[config.mk]
export PLATFORM = sky130hd
export DESIGN_NAME = ext_stream_driver_flat
export DESIGN_NICKNAME = d
export VERILOG_FILES = /design/src/rtl/ext_stream_driver_if.sv /design/src/rtl/ext_stream_driver.sv /design/src/flat_wrapper.sv
export SDC_FILE = /design/constraint.sdc
export NUM_CORES = 2
export LEC_CHECK = 0
export ABC_CLOCK_PERIOD_IN_PS = 4500
export CORE_MARGIN = 1.5
export CORE_UTILIZATION = 50
export CTS_BUF_LIST = sky130_fd_sc_hd__clkbuf_2 sky130_fd_sc_hd__clkbuf_4 sky130_fd_sc_hd__clkbuf_8
export DETAILED_ROUTE_END_ITERATION = 8
export MAX_ROUTING_LAYER = met4
export PLACE_DENSITY = 0.68
export SLEW_MARGIN = 20
export SYNTH_ARGS = -nofsm -noshare
export SYNTH_HDL_FRONTEND = slang
export SYNTH_SLANG_ARGS = --single-unit
[constraint.sdc]
create_clock -name clk_i -period 4.5 [get_ports clk_i]
set_input_delay 0.9 -clock clk_i [delete_from_list [all_inputs] [get_ports clk_i]]
set_output_delay 0.9 -clock clk_i [all_outputs]
set_load 0.02 [all_outputs]
[src/rtl/ext_stream_driver_if.sv]
// rtl/ext_stream_driver_if.sv - stream and multiplier-port bundle for ext_stream_driver
// Purpose: groups the weight/input/result streams and the multiplier external port.
// Signals (direction as seen by the driver, i.e. the master modport):
//   w_valid_i/w_ready_o/w_data_i       weight row stream (COL*WIDTH)
//   in_valid_i/in_ready_o/in_data_i    input vector stream (ROW*WIDTH)
//   ext_en_o, ext_input_o, ext_weight_o, ext_weight_en_o, ext_valid_o   to multiplier
//   ext_result_i, ext_valid_i          from multiplier
//   res_valid_o/res_ready_i/res_data_o result stream (FIFO head)
interface ext_stream_driver_if #(
    parameter int WIDTH = 8,
    parameter int ROW   = 4,
    parameter int COL   = 4
);
    logic                   w_valid_i;
    logic                   w_ready_o;
    logic [COL*WIDTH-1:0]   w_data_i;
    logic                   in_valid_i;
    logic                   in_ready_o;
    logic [ROW*WIDTH-1:0]   in_data_i;
    logic                   ext_en_o;
    logic [ROW*WIDTH-1:0]   ext_input_o;
    logic [COL*WIDTH-1:0]   ext_weight_o;
    logic                   ext_weight_en_o;
    logic                   ext_valid_o;
    logic [COL*WIDTH-1:0]   ext_result_i;
    logic                   ext_valid_i;
    logic                   res_valid_o;
    logic                   res_ready_i;
    logic [COL*WIDTH-1:0]   res_data_o;

    modport master (
        input  w_valid_i, w_data_i, in_valid_i, in_data_i,
               ext_result_i, ext_valid_i, res_ready_i,
        output w_ready_o, in_ready_o, ext_en_o, ext_input_o, ext_weight_o,
               ext_weight_en_o, ext_valid_o, res_valid_o, res_data_o
    );

    modport slave (
        output w_valid_i, w_data_i, in_valid_i, in_data_i,
               ext_result_i, ext_valid_i, res_ready_i,
        input  w_ready_o, in_ready_o, ext_en_o, ext_input_o, ext_weight_o,
               ext_weight_en_o, ext_valid_o, res_valid_o, res_data_o
    );
endinterface

[src/rtl/ext_stream_driver.sv]
// rtl/ext_stream_driver.sv - host-side sequencer for the matrix multiplier external mode
// Purpose: loads ROW weight rows, streams vec_count input vectors, flushes the
// pipeline and captures results into a FIFO.
// Ports: clk_i, rst_i (sync, active high), start_i, vec_count_i,
//   bus (ext_stream_driver_if.master: streams + multiplier port),
//   busy_o, done_o, underrun_o, overflow_o, timeout_o (sticky, cleared on start).
module ext_stream_driver #(
    parameter int WIDTH     = 8,
    parameter int ROW       = 4,
    parameter int COL       = 4,
    parameter int MAX_VEC   = 64,
    parameter int RES_DEPTH = 64,
    parameter int FLUSH_MAX = ROW + COL + 2,
    parameter int CW        = $clog2(MAX_VEC + 1)
) (
    input  logic                   clk_i,
    input  logic                   rst_i,
    input  logic                   start_i,
    input  logic [CW-1:0]          vec_count_i,
    ext_stream_driver_if.master    bus,
    output logic                   busy_o,
    output logic                   done_o,
    output logic                   underrun_o,
    output logic                   overflow_o,
    output logic                   timeout_o
);
    localparam int WCW = $clog2(ROW + 1);
    localparam int FCW = $clog2(FLUSH_MAX + 1);
    localparam int AW  = $clog2(RES_DEPTH);

    typedef enum logic [2:0] {
        S_IDLE, S_LOAD_W, S_GAP, S_STREAM, S_FLUSH, S_DONE
    } state_t;

    state_t               r_state, w_next;
    logic [CW-1:0]        r_vcnt, r_issued, r_captured;
    logic [WCW-1:0]       r_wcnt;
    logic [FCW-1:0]       r_fcnt;
    logic                 r_ext_en, r_ext_weight_en, r_ext_valid;
    logic [ROW*WIDTH-1:0] r_ext_input;
    logic [COL*WIDTH-1:0] r_ext_weight;
    logic                 r_underrun, r_overflow, r_timeout;
    logic [AW:0]          r_wr_ptr, r_rd_ptr;
    logic [COL*WIDTH-1:0] r_mem [RES_DEPTH];

    logic                 w_w_hs, w_capture, w_empty, w_full, w_pop, w_push, w_drop;
    logic                 w_timeout_evt;
    logic [CW-1:0]        w_vcnt_sat;

    assign w_w_hs     = (r_state == S_LOAD_W) && bus.w_valid_i;
    assign w_capture  = ((r_state == S_STREAM) || (r_state == S_FLUSH)) &&
                        bus.ext_valid_i && (r_captured < r_vcnt);
    assign w_empty    = (r_wr_ptr == r_rd_ptr);
    assign w_full     = (r_wr_ptr[AW] != r_rd_ptr[AW]) &&
                        (r_wr_ptr[AW-1:0] == r_rd_ptr[AW-1:0]);
    assign w_pop      = !w_empty && bus.res_ready_i;
    // A pop in the same cycle frees the slot, so a full FIFO can still accept.
    assign w_push     = w_capture && (!w_full || w_pop);
    assign w_drop     = w_capture && w_full && !w_pop;
    assign w_vcnt_sat = (vec_count_i > CW'(MAX_VEC)) ? CW'(MAX_VEC) : vec_count_i;

    always_comb begin
        w_next        = r_state;
        w_timeout_evt = 1'b0;
        case (r_state)
            S_IDLE:   if (start_i) w_next = S_LOAD_W;
            S_LOAD_W: if (w_w_hs && (r_wcnt == WCW'(ROW - 1))) w_next = S_GAP;
            S_GAP:    w_next = (r_vcnt == '0) ? S_FLUSH : S_STREAM;
            S_STREAM: if (r_issued + CW'(1) == r_vcnt) w_next = S_FLUSH;
            S_FLUSH: begin
                if (r_captured == r_vcnt) begin
                    w_next = S_DONE;
                end else if (r_fcnt == FCW'(FLUSH_MAX - 1)) begin
                    w_next        = S_DONE;
                    w_timeout_evt = 1'b1;
                end
            end
            S_DONE:   w_next = S_IDLE;
            default:  w_next = S_IDLE;
        endcase
    end

    always_ff @(posedge clk_i) begin
        if (rst_i) begin
            r_state         <= S_IDLE;
            r_vcnt          <= '0;
            r_issued        <= '0;
            r_captured      <= '0;
            r_wcnt          <= '0;
            r_fcnt          <= '0;
            r_ext_en        <= 1'b0;
            r_ext_weight_en <= 1'b0;
            r_ext_valid     <= 1'b0;
            r_ext_input     <= '0;
            r_ext_weight    <= '0;
            r_underrun      <= 1'b0;
            r_overflow      <= 1'b0;
            r_timeout       <= 1'b0;
            r_wr_ptr        <= '0;
            r_rd_ptr        <= '0;
        end else begin
            r_state <= w_next;
            if ((r_state == S_IDLE) && start_i) begin
                r_vcnt     <= w_vcnt_sat;
                r_underrun <= 1'b0;
                r_overflow <= 1'b0;
                r_timeout  <= 1'b0;
            end
            r_wcnt     <= (r_state == S_IDLE) ? '0 : (w_w_hs ? r_wcnt + WCW'(1) : r_wcnt);
            r_issued   <= (r_state == S_IDLE) ? '0 :
                          ((r_state == S_STREAM) ? r_issued + CW'(1) : r_issued);
            r_captured <= (r_state == S_IDLE) ? '0 : (w_capture ? r_captured + CW'(1) : r_captured);
            r_fcnt     <= (r_state == S_FLUSH) ? r_fcnt + FCW'(1) : '0;

            // Outputs are registered; ext_en follows the next state so it is
            // high exactly from LOAD_W through DONE.
            r_ext_en        <= (w_next != S_IDLE);
            r_ext_weight_en <= w_w_hs;
            if (w_w_hs) r_ext_weight <= bus.w_data_i;
            // Each STREAM cycle issues one vector next cycle (a zero vector on
            // underrun); FLUSH keeps valid high with zero data until it exits.
            r_ext_valid <= (r_state == S_STREAM) ||
                           ((r_state == S_FLUSH) && (w_next == S_FLUSH));
            r_ext_input <= ((r_state == S_STREAM) && bus.in_valid_i) ? bus.in_data_i : '0;

            if ((r_state == S_STREAM) && !bus.in_valid_i) r_underrun <= 1'b1;
            if (w_drop)        r_overflow <= 1'b1;
            if (w_timeout_evt) r_timeout  <= 1'b1;

            if (w_push) r_wr_ptr <= r_wr_ptr + (AW+1)'(1);
            if (w_pop)  r_rd_ptr <= r_rd_ptr + (AW+1)'(1);
        end
    end

    always_ff @(posedge clk_i) begin
        if (w_push) r_mem[r_wr_ptr[AW-1:0]] <= bus.ext_result_i;
    end

    assign bus.w_ready_o       = (r_state == S_LOAD_W);
    assign bus.in_ready_o      = (r_state == S_STREAM);
    assign bus.ext_en_o        = r_ext_en;
    assign bus.ext_input_o     = r_ext_input;
    assign bus.ext_weight_o    = r_ext_weight;
    assign bus.ext_weight_en_o = r_ext_weight_en;
    assign bus.ext_valid_o     = r_ext_valid;
    assign bus.res_valid_o     = !w_empty;
    assign bus.res_data_o      = w_empty ? '0 : r_mem[r_rd_ptr[AW-1:0]];
    assign busy_o              = (r_state != S_IDLE);
    assign done_o              = (r_state == S_DONE);
    assign underrun_o          = r_underrun;
    assign overflow_o          = r_overflow;
    assign timeout_o           = r_timeout;
endmodule

[src/flat_wrapper.sv]
// flat-port wrapper written by rule: the top's interface ports become plain ports
module ext_stream_driver_flat 
#(
    parameter int WIDTH     = 8,
    parameter int ROW       = 4,
    parameter int COL       = 4,
    parameter int MAX_VEC   = 64,
    parameter int RES_DEPTH = 64,
    parameter int FLUSH_MAX = ROW + COL + 2,
    parameter int CW        = $clog2(MAX_VEC + 1)
)
  (clk_i, rst_i, start_i, vec_count_i, busy_o, done_o, underrun_o, overflow_o, timeout_o, bus_w_valid_i, bus_w_data_i, bus_in_valid_i, bus_in_data_i, bus_ext_result_i, bus_ext_valid_i, bus_res_ready_i, bus_w_ready_o, bus_in_ready_o, bus_ext_en_o, bus_ext_input_o, bus_ext_weight_o, bus_ext_weight_en_o, bus_ext_valid_o, bus_res_valid_o, bus_res_data_o);
  ext_stream_driver_if #(.WIDTH(WIDTH), .ROW(ROW), .COL(COL)) bus_i ();
  input  logic clk_i;
  input  logic rst_i;
  input  logic start_i;
  input  logic [CW-1:0] vec_count_i;
  output logic busy_o;
  output logic done_o;
  output logic underrun_o;
  output logic overflow_o;
  output logic timeout_o;
  input wire logic [$bits(bus_i.w_valid_i)-1:0] bus_w_valid_i;
  input wire logic [$bits(bus_i.w_data_i)-1:0] bus_w_data_i;
  input wire logic [$bits(bus_i.in_valid_i)-1:0] bus_in_valid_i;
  input wire logic [$bits(bus_i.in_data_i)-1:0] bus_in_data_i;
  input wire logic [$bits(bus_i.ext_result_i)-1:0] bus_ext_result_i;
  input wire logic [$bits(bus_i.ext_valid_i)-1:0] bus_ext_valid_i;
  input wire logic [$bits(bus_i.res_ready_i)-1:0] bus_res_ready_i;
  output wire logic [$bits(bus_i.w_ready_o)-1:0] bus_w_ready_o;
  output wire logic [$bits(bus_i.in_ready_o)-1:0] bus_in_ready_o;
  output wire logic [$bits(bus_i.ext_en_o)-1:0] bus_ext_en_o;
  output wire logic [$bits(bus_i.ext_input_o)-1:0] bus_ext_input_o;
  output wire logic [$bits(bus_i.ext_weight_o)-1:0] bus_ext_weight_o;
  output wire logic [$bits(bus_i.ext_weight_en_o)-1:0] bus_ext_weight_en_o;
  output wire logic [$bits(bus_i.ext_valid_o)-1:0] bus_ext_valid_o;
  output wire logic [$bits(bus_i.res_valid_o)-1:0] bus_res_valid_o;
  output wire logic [$bits(bus_i.res_data_o)-1:0] bus_res_data_o;
  assign bus_i.w_valid_i = bus_w_valid_i;
  assign bus_i.w_data_i = bus_w_data_i;
  assign bus_i.in_valid_i = bus_in_valid_i;
  assign bus_i.in_data_i = bus_in_data_i;
  assign bus_i.ext_result_i = bus_ext_result_i;
  assign bus_i.ext_valid_i = bus_ext_valid_i;
  assign bus_i.res_ready_i = bus_res_ready_i;
  assign bus_w_ready_o = bus_i.w_ready_o;
  assign bus_in_ready_o = bus_i.in_ready_o;
  assign bus_ext_en_o = bus_i.ext_en_o;
  assign bus_ext_input_o = bus_i.ext_input_o;
  assign bus_ext_weight_o = bus_i.ext_weight_o;
  assign bus_ext_weight_en_o = bus_i.ext_weight_en_o;
  assign bus_ext_valid_o = bus_i.ext_valid_o;
  assign bus_res_valid_o = bus_i.res_valid_o;
  assign bus_res_data_o = bus_i.res_data_o;
  ext_stream_driver #(.WIDTH(WIDTH), .ROW(ROW), .COL(COL), .MAX_VEC(MAX_VEC), .RES_DEPTH(RES_DEPTH), .FLUSH_MAX(FLUSH_MAX), .CW(CW)) u_core (.clk_i(clk_i), .rst_i(rst_i), .start_i(start_i), .vec_count_i(vec_count_i), .bus(bus_i), .busy_o(busy_o), .done_o(done_o), .underrun_o(underrun_o), .overflow_o(overflow_o), .timeout_o(timeout_o));
endmodule
==> key figures <==
Status
  • Status: complete, but fails checks
  • Failing checks: DRC, setup timing

Critical path
  • Crit path kind: flip-flop to primary output
  • Buf+Inv Stages, Crit Path: 4
  • Critical path data required time: 3.60 ns
  • Critical path's slowest cell: mux4_2
  • CP Capture Type: primary output
  • Startpoint types: flip-flop
  • Top fanout value on the critical path: 5
  • Crit path DAT: ~3.8 ns
  • CP peak stage delay: around 0.52 ns
  • Critical-path cell list: buf_12 > buf_12 > buf_8 > mux4_2 > mux4_2 > nand3b_1 > o211ai_1 > buf_4
  • CP delay by family, top: multiplexers

Route
  • Post-route DRC: 12
  • Via-per-instance ratio: 6.24
  • Drt wl/cell: 32.2 microns
  • Final wirelength: 228,000 microns
  • TritonRoute pass-1 iters: 9
  • Met2 WL: ~110,000 microns
  • Detail Route Antenna Nets: 0
  • DR iter-0 viols: 5,853
  • Via count: 44,075
  • DR WL met3: 22,900 microns
  • Metal-1 WL: 87,500 microns
  • Highest metal used: met4

Placed design
  • I/O Buffers: 216
  • DP Area: 90,100 sq um
  • Placer congestion estimate: around 0.85
  • Dpl hpwl: ~130,000 microns

Final layout
  • # nets final: ~4,700
  • Design area: 99,800 sq um
  • FF+latch area: 63,900 sq um
  • Fill count: 11,473
  • Layout cells sized above 1: 35.8%
  • Area Growth Syn to Fin: 20.1%
  • Commonest non-fill, non-tap cells in the layout: edfxtp_1 (2,048), mux4_2 (556), clkbuf_8 (372)
  • Most common cell after layout, fill and taps aside: edfxtp_1
  • Multi-input logic area: 19,200 sq um

STA
  • Max Clk Rate: 213 MHz
  • Part of the cycle the worst path needs: 104%
  • Slew headroom: 26.0%
  • Max-slew violations: 0
  • Fin worst setup slack: -0.187 ns
  • RSZ-0062 raised after global routing: yes
  • Finish-stage setup viols: 9
  • Hold Vio Cnt, Final: 0
  • Tmin final: 4.69 ns
  • Worst-Margin Slew: 1.11 ns
  • Clock Skews: roughly 0.084 ns

Power and ir drop
  • PwrDens: 392 nW/um^2
  • Maximum vdd drop: about 0.00032 V
  • Pleak: 31.0 nW
  • Gate power share: ~1.2%
  • Int Power: ~31 mW
  • Psw: 7.99 mW
  • Clk pwr share: a little over two fifths
  • Switch share: 20.4%
  • Post-layout power: a little under 40 mW
  • Flop pwr share: 56.4%

Logic synthesis
  • Synthesized netlist cell count: 3,831
  • Register area share after synthesis: 76.9%
  • Synth top area share: 74.0%
  • Top cells by area, synth: edfxtp_1 (74%), mux4_2 (15%), dfxtp_1 (2.9%)
  • Synth Cell Area: 83,100 sq um
  • Post-synth top area cell: edfxtp_1
  • FF+latch count, synth: 2,169
  • Synth Area per Inst: ~22 sq um
  • Number of synthesized flops with an enable pin: 2,048
  • Synth unique cells: 62
  • Synth async-reset ratio: 0%
  • Synth Warn #: 0
  • Syn Nets: 3,956
  • Primary FF master, synth: edfxtp_1

Floorplanning
  • Die W: 411 microns
  • Placeable Area: 165,000 sq um
  • Rows: 149
  • Initial Utilization: 50.4%
  • Ports: 217
  • Die area: 169,000 sq um
  • DIE HEIGHT: around 400 microns

Clock network
  • CTS tree: done
  • CTS Root Cell: clkbuf_8
  • CTS Hold Buffers Added: 0
  • Total CTS buffers: 360
  • # H-tree levels: 5
  • CTS Sinks: 2,169
  • Worst-path clk slew: 0.06 ns
  • CTS max path bufs: 4
  • Worst-skew pair later-pin latency: roughly 1.1 ns

Global routing
  • First-pass GRT wire length: ~320,000 microns
  • GRT Overall Usage: 27.6%
  • Largest net degree at the start of global routing: 73
  • Initial antenna violation count: 10
  • Congestion Overflow GR: 0
  • Vias in the first global route: 43,284

Min path
  • Worst hold path class: input pin to flip-flop

Job
  • Number of max-cap violations: 0
[worst register-to-register path, cell delays in order (launching register included)]
cell and delay [ns]:
dfxtp_1 0.38, inv_1 0.08, ha_1 0.28, a21o_1 0.16, a21oi_1 0.13, nor2b_1 0.09
or3_1 0.45, buf_4 0.21, or2_2 0.52, nor2_4 0.56, buf_12 0.28
[power groups by stage]
stage	Combinational (mW)	Sequential [mW]	Clock, mW
6_report	0.488	22.1	16.6
5_1_grt	0.533	22.1	17.7
4_1_cts	0.484	22.1	16.8
3_5_place_dp	0.486	22.5	0
3_3_place_gp	0.463	22.5	0
2_1_floorplan	0.0701	22.5	0
[cell usage after synthesis, types with 5 or more instances]
library cell,instances
a211oi_1,29
a21oi_1,92
a22oi_1,36
and2_1,40
buf_1,19
buf_2,83
buf_4,32
clkbuf_1,73
dfxtp_1,121
edfxtp_1,2048
ha_1,15
inv_1,12
mux2_2,11
mux2i_1,118
mux4_2,556
nand2_1,122
nand2b_1,8
nand3_1,31
nand3b_1,5
nand4_1,16
nor2_1,128
nor2b_1,35
nor3_1,14
nor3b_1,9
nor4_1,5
o211ai_1,8
o21a_1,5
o21ai_0,27
o221ai_1,6
o22ai_1,21
o31ai_1,6
or3_1,13
xnor2_1,13
xor2_1,17
[cell type report]
class / count / share of cell area, %
diodes: 8 / 0.0200
clock buffers: 481 / 5.95
clock inverters: 137 / 0.802
inverters: 16 / 0.0652
multi-input cells: 1439 / 19.2
flip-flops and latches: 2169 / 64.0
well taps: 2189 / 2.74
repair buffers: 624 / 7.15
[what timing repair did]
item | 4_1_cts | 5_1_grt
buffers inserted | 50 | 85
resized for setup | 260 | 94
gates cloned | 17 | 6
endpoints found under the setup margin | 33 | 31
pin swaps | 24 | 27
hold endpoints to repair | 0 | 0
[kinds of logic after synthesis]
group / synth area share (%)
flops: 76.9
fa+ha+maj: 0.226
compound gates: 2.02
mux: 16.6
xor+xnor: 0.343
simple gates: 2.57
buf+inv: 1.28
[state kept, by name (all words and copies together) (netlist names), 4 cells and up, named ones only]
name	cells
u_core.bus.ext_input_o	32
u_core.r_issued	7
u_core.r_wr_ptr	7
u_core.r_rd_ptr	7
u_core.r_vcnt	7
u_core.r_fcnt	4
u_core.r_captured	7
u_core.bus.ext_weight_o	32
u_core.r_mem	2048
[per-stage QoR]
step	utilization, %	TNS [ns]	hold WS (ns)	setup slack, ns	instances
2_1_floorplan	-	0	0.434	0.581	3831
3_3_place_gp	54.6	0	0.443	0.0373	6283
3_5_place_dp	54.6	0	0.446	0.0889	6283
4_1_cts	59.7	-2.27	0.237	-0.230	6967
5_1_grt	60.5	-1.65	0.240	-0.189	7060
6_report	60.5	-0.627	0.278	-0.187	7063
[final timing paths]
kind,from,endpoint,slack (ns),cells after the start
setup / recovery,flip-flop,bus_res_data_o[4],-0.19,8
hold / removal,bus_ext_result_i[7],u_core.r_mem[29][7],0.28,1
setup reg to reg,u_core.r_vcnt[4],u_core.r_mem[39][25],0.99,10
hold reg to reg,u_core.bus.ext_weight_o[1],u_core.bus.ext_weight_o[1],0.45,2
[routing by layer]
layer | GRT usage, % | vias up
met5 | - | -
met1 | 38.0 | 23474
li1 | - | 17653
met3 | 4.94 | 454
met4 | 8.63 | 0
met2 | 42.5 | 2494
Power figures use the tool's default switching activity.
